$ cat config.mk
export PLATFORM = sky130hd
export DESIGN_NAME = sipo_rx_flat
export DESIGN_NICKNAME = d
export VERILOG_FILES = /design/src/rtl/sipo_rx_if.sv /design/src/rtl/sipo_rx.sv /design/src/flat_wrapper.sv
export SDC_FILE = /design/constraint.sdc
export NUM_CORES = 1
export LEC_CHECK = 0
export ABC_CLOCK_PERIOD_IN_PS = 1200
export CAP_MARGIN = 10
export CORE_MARGIN = 2
export CORE_UTILIZATION = 46
export CTS_BUF_LIST = sky130_fd_sc_hd__clkbuf_2
export DETAILED_ROUTE_END_ITERATION = 7
export PLACE_DENSITY = 0.76
export SLEW_MARGIN = 20
export SYNTH_ARGS = -nofsm -noshare
export SYNTH_HDL_FRONTEND = slang
export SYNTH_SLANG_ARGS = --single-unit
$ cat constraint.sdc
create_clock -name clk -period 1.2 [get_ports clk]
set_clock_uncertainty 0.05 [all_clocks]
set_input_delay 0.24 -clock clk [delete_from_list [all_inputs] [get_ports clk]]
set_output_delay 0.24 -clock clk [all_outputs]
set_load 0.05 [all_outputs]
$ cat src/rtl/sipo_rx_if.sv
// Handshake/bus bundle between a serial source/consumer and the sipo_rx receiver.
interface sipo_rx_if #(
  parameter int unsigned W = 4
);
  logic         en;
  logic         sin;
  logic         dir;
  logic         ready;
  logic [W-1:0] q;
  logic         valid;
  logic         busy;
  logic         ovr;

  // Source/consumer side drives the serial line and the ready handshake.
  modport master (
    output en, sin, dir, ready,
    input  q, valid, busy, ovr
  );

  // Receiver side.
  modport slave (
    input  en, sin, dir, ready,
    output q, valid, busy, ovr
  );
endinterface

$ cat src/rtl/sipo_rx.sv
// Serial-in/parallel-out receiver: start-bit detect, W data bits MSB- or
// LSB-first, one output holding register with valid/ready and sticky overrun.
module sipo_rx #(
  parameter int unsigned W = 4
) (
  input logic         clk,
  input logic         rst,
  sipo_rx_if.slave    bus
);

  localparam int unsigned CW = (W > 2) ? $clog2(W) : 1;

  typedef enum logic {
    IDLE = 1'b0,
    DATA = 1'b1
  } state_t;

  state_t          state;
  logic [W-1:0]    sr;
  logic [CW-1:0]   cnt;
  logic            dir_r;
  logic [W-1:0]    q_r;
  logic            valid_r;
  logic            busy_r;
  logic            ovr_r;

  logic [W-1:0]    sr_next_c;
  logic            last_c;
  logic            done_c;

  // Next shift-register value and frame-completion strobe.
  always_comb begin
    sr_next_c = sr;
    last_c    = (cnt == CW'(W - 1));
    done_c    = 1'b0;
    if (dir_r) begin
      sr_next_c = {bus.sin, sr[W-1:1]};
    end else begin
      sr_next_c = {sr[W-2:0], bus.sin};
    end
    done_c = (state == DATA) && bus.en && last_c;
  end

  // Frame FSM, shift register and output holding stage.
  always_ff @(posedge clk) begin
    if (rst) begin
      state   <= IDLE;
      sr      <= '0;
      cnt     <= '0;
      dir_r   <= 1'b0;
      q_r     <= '0;
      valid_r <= 1'b0;
      busy_r  <= 1'b0;
      ovr_r   <= 1'b0;
    end else begin
      if (bus.en) begin
        case (state)
          IDLE: begin
            if (bus.sin) begin
              state  <= DATA;
              cnt    <= '0;
              dir_r  <= bus.dir;
              busy_r <= 1'b1;
            end
          end
          DATA: begin
            sr  <= sr_next_c;
            cnt <= cnt + CW'(1);
            if (last_c) begin
              state  <= IDLE;
              busy_r <= 1'b0;
            end
          end
          default: begin
            state  <= IDLE;
            busy_r <= 1'b0;
          end
        endcase
      end

      // A completing frame either loads q (slot free or being consumed) or overruns.
      if (done_c) begin
        if (!valid_r || bus.ready) begin
          q_r     <= sr_next_c;
          valid_r <= 1'b1;
        end else begin
          ovr_r <= 1'b1;
        end
      end else if (valid_r && bus.ready) begin
        valid_r <= 1'b0;
      end
    end
  end

  assign bus.q     = q_r;
  assign bus.valid = valid_r;
  assign bus.busy  = busy_r;
  assign bus.ovr   = ovr_r;

endmodule

$ cat src/flat_wrapper.sv
// flat-port wrapper written by rule: the top's interface ports become plain ports
module sipo_rx_flat 
#(
  parameter int unsigned W = 4
)
  (clk, rst, bus_en, bus_sin, bus_dir, bus_ready, bus_q, bus_valid, bus_busy, bus_ovr);
  sipo_rx_if #(.W(W)) bus_i ();
  input logic clk;
  input logic rst;
  input wire logic [$bits(bus_i.en)-1:0] bus_en;
  input wire logic [$bits(bus_i.sin)-1:0] bus_sin;
  input wire logic [$bits(bus_i.dir)-1:0] bus_dir;
  input wire logic [$bits(bus_i.ready)-1:0] bus_ready;
  output wire logic [$bits(bus_i.q)-1:0] bus_q;
  output wire logic [$bits(bus_i.valid)-1:0] bus_valid;
  output wire logic [$bits(bus_i.busy)-1:0] bus_busy;
  output wire logic [$bits(bus_i.ovr)-1:0] bus_ovr;
  assign bus_i.en = bus_en;
  assign bus_i.sin = bus_sin;
  assign bus_i.dir = bus_dir;
  assign bus_i.ready = bus_ready;
  assign bus_q = bus_i.q;
  assign bus_valid = bus_i.valid;
  assign bus_busy = bus_i.busy;
  assign bus_ovr = bus_i.ovr;
  sipo_rx #(.W(W)) u_core (.clk(clk), .rst(rst), .bus(bus_i));
endmodule
==> results_dict.tcl <==
set metrics [dict create \
    fin_area_sq_um 966 \
    p_sw_share_pct 25.4 \
    syn-num-nets 72 \
    status "complete, but fails checks" \
    placed_area_sq_um 908 \
    slew_viol_final 0 \
    synth_top_area_cell "dfxtp_1" \
    mostFrequentLayoutCell "buf_4" \
    grt_busiest_layer "met2" \
    antennaDiodeCount 0 \
    min_period_ns 1.24 \
    syn_avg_cell_area_sq_um 9.59 \
    num_rows 13 \
    synthesis.area_sq_um 623 \
    hold_class "input port to flop" \
    power_density_mw_per_mm2 938 \
    cts_tree "done" \
    avgRoutedWirePerCell_um 13.5 \
    grt_overflow 0 \
    grt_pass1_vias 508 \
    tns_ns -0.0511 \
    yosysWarningCount 0 \
    ys_ff_latch 15 \
    grtUsageTotal_pct 19.4 \
    p_total_uw 906 \
    synth_top_area_share_pct 48.2 \
    p_sw_uw 230 \
    power.share.sequential_pct 58.8 \
    setup_viol 2 \
    place.port_buffers 12 \
    clockBufferDepth 2 \
    coreArea_sq_mm 0.00128 \
    maxSlewHeadroom_pct 83.1 \
    htree_levels 1 \
    cp-start-kind "flop" \
    post_drt_via_cell_ratio 5.24 \
    ys_top_cells_by_area "dfxtp_1, mux2i_1, nor2_1" \
    layout_common_cells "buf_4, nor2_1, dfxtp_1" \
    drt_wl_total_mm 1.41 \
    rsz0062_at_grt "true" \
    cts_sinks 15 \
    synth_cell_type_count 20 \
    first_pass_iters 3 \
    finalCritPeriodShare_pct 104 \
    path_max_fanout 5 \
    ir_drop_mv 0.627 \
    hpwl_mm 1.00 \
    grt_util_met2_pct 34.8 \
    seq_area_frac_synth_pct 48.2 \
    clkPwrFrac_pct 26.7 \
    grt_use_met1_pct 20.6 \
    syn2layout_area_growth_pct 55.0 \
    antenna_found_initial 0 \
    violations "setup timing" \
    required_ns 1.37 \
    worst_slew_pin_slew_ns 0.246 \
    grt_max_degree 13 \
    finalHoldViolCount 0 \
    dieArea_sq_mm 0.00167 \
    drive_gt1_share_pct 37.1 \
    clk_latency_ns 0.28 \
    cp-end-kind "flop" \
    combPwrFrac_pct 14.6 \
    worst-setup-path-type "flop to flop" \
    use_met3_pct 9.78 \
    num_vias 545 \
    grt_pass1_wl_mm 2.07 \
    drc 0 \
    drt_iter0_drc 10 \
    die_x_um 40.8 \
    cts_buffers 3 \
    timing.final.ws_setup_ns -0.0420 \
    antenna_left 0 \
    gp_congestion 0.755 \
    intPower_uw 676 \
    instances_no_fill 104 \
    fin_nets 97 \
    dpl_worst_slack_ns -0.321 \
    fmaxAchievable_ghz 0.805 \
    place_inst 98 \
    path_clk_slew_ns 0.14 \
    leakage_nw 0.370 \
    arrival_ns 1.42 \
    initial_core_util_pct 48.5 \
    cts-root-buf "clkbuf_2" \
    io_pins 13 \
    cap_violations 0 \
    chipHeight_um 40.8 \
    synthesis.instances 65 \
]
[power groups by stage]
stage | combinational (mW) | clock (mW) | sequential (mW)
after floorplan | 0.0530 | 0 | 0.548
after global placement | 0.125 | 0 | 0.541
after detailed placement | 0.128 | 0 | 0.541
after CTS | 0.129 | 0.245 | 0.531
after global routing | 0.143 | 0.269 | 0.535
final | 0.132 | 0.241 | 0.532
[final timing paths]
check | slack (ns) | start | end | depth (start not counted)
worst max-delay path | -0.04 | u_core.cnt[0]$_SDFFE_PP0P_ | u_core.bus.q[2]$_SDFFE_PP0P_ | 4
worst min register to register | 0.46 | u_core.sr[0]$_SDFFE_PP0P_ | u_core.sr[0]$_SDFFE_PP0P_ | 2
worst min-delay path | 0.37 | bus_en | u_core.bus.q[1]$_SDFFE_PP0P_ | 4
worst max register to register | -0.04 | u_core.cnt[0]$_SDFFE_PP0P_ | u_core.bus.q[2]$_SDFFE_PP0P_ | 4
[Yosys cell counts (all sizes together)]
| cell type | n |
|---|---|
| a22oi | 1 |
| nor2b | 1 |
| a211oi | 4 |
| o21ai | 5 |
| or3 | 4 |
| mux2i | 6 |
| buf | 3 |
| ha | 1 |
| nand2 | 2 |
| clkbuf | 1 |
| nand3 | 1 |
| a31oi | 1 |
| and2 | 1 |
| a21oi | 7 |
| dfxtp | 15 |
| nor2 | 10 |
| nand3b | 1 |
| a2bb2oi | 1 |
[registers in the layout, indices dropped and copies added, names as in the netlist]
| name | cells |
|---|---|
| u_core.cnt | 2 |
| u_core.bus.busy | 1 |
| u_core.bus.valid | 1 |
| u_core.sr | 4 |
| u_core.bus.q | 4 |
| u_core.bus.ovr | 1 |
| u_core.state | 1 |
| u_core.dir_r | 1 |
[routing by layer]
metal	wire [um]	part of all wire (%)	vias to the layer above
met4	0	0	0
met2	745	53	6
met5	0	0	-
met3	53	3.8	0
li1	-	-	281
met1	606	43	258
[through the flow]
step	util [%]	hold WS [ns]
after floorplan	-	0.259
after global routing	75.2	0.380
final	75.2	0.371
after CTS	73.5	0.462
after detailed placement	70.7	0.444
after global placement	70.7	0.441
[kinds of logic after synthesis]
group	count (synthesis)	share of synthesized area, %
buffers and inverters	4	6.02
AND/OR/NAND/NOR	20	16.1
adder cells (fa/ha/maj)	1	2.01
multiplexers	6	9.64
AO/OA/AOI/OAI	19	18.1
flip-flops	15	48.2
[final cells by class]
class	instances	area, sq um
Clock buffer	4	20.0
Multi-Input combinational cell	46	320
Timing Repair Buffer	24	298
Fill cell	84	319
Tap cell	15	18.8
Sequential cell	15	309
[worst max-delay path: stages, from the launching register on]
cell and delay [ns]:
dfxtp_2 0.38, ha_4 0.15, nand3_4 0.08, or3_1 0.38, a21oi_1 0.15
[timing repair]
item,in CTS,in global routing
resized for setup,3,6
hold buffers,0,0
pin swaps,6,3
setup endpoints to repair,4,11
buffers inserted,1,1
Power figures use the tool's default switching activity.
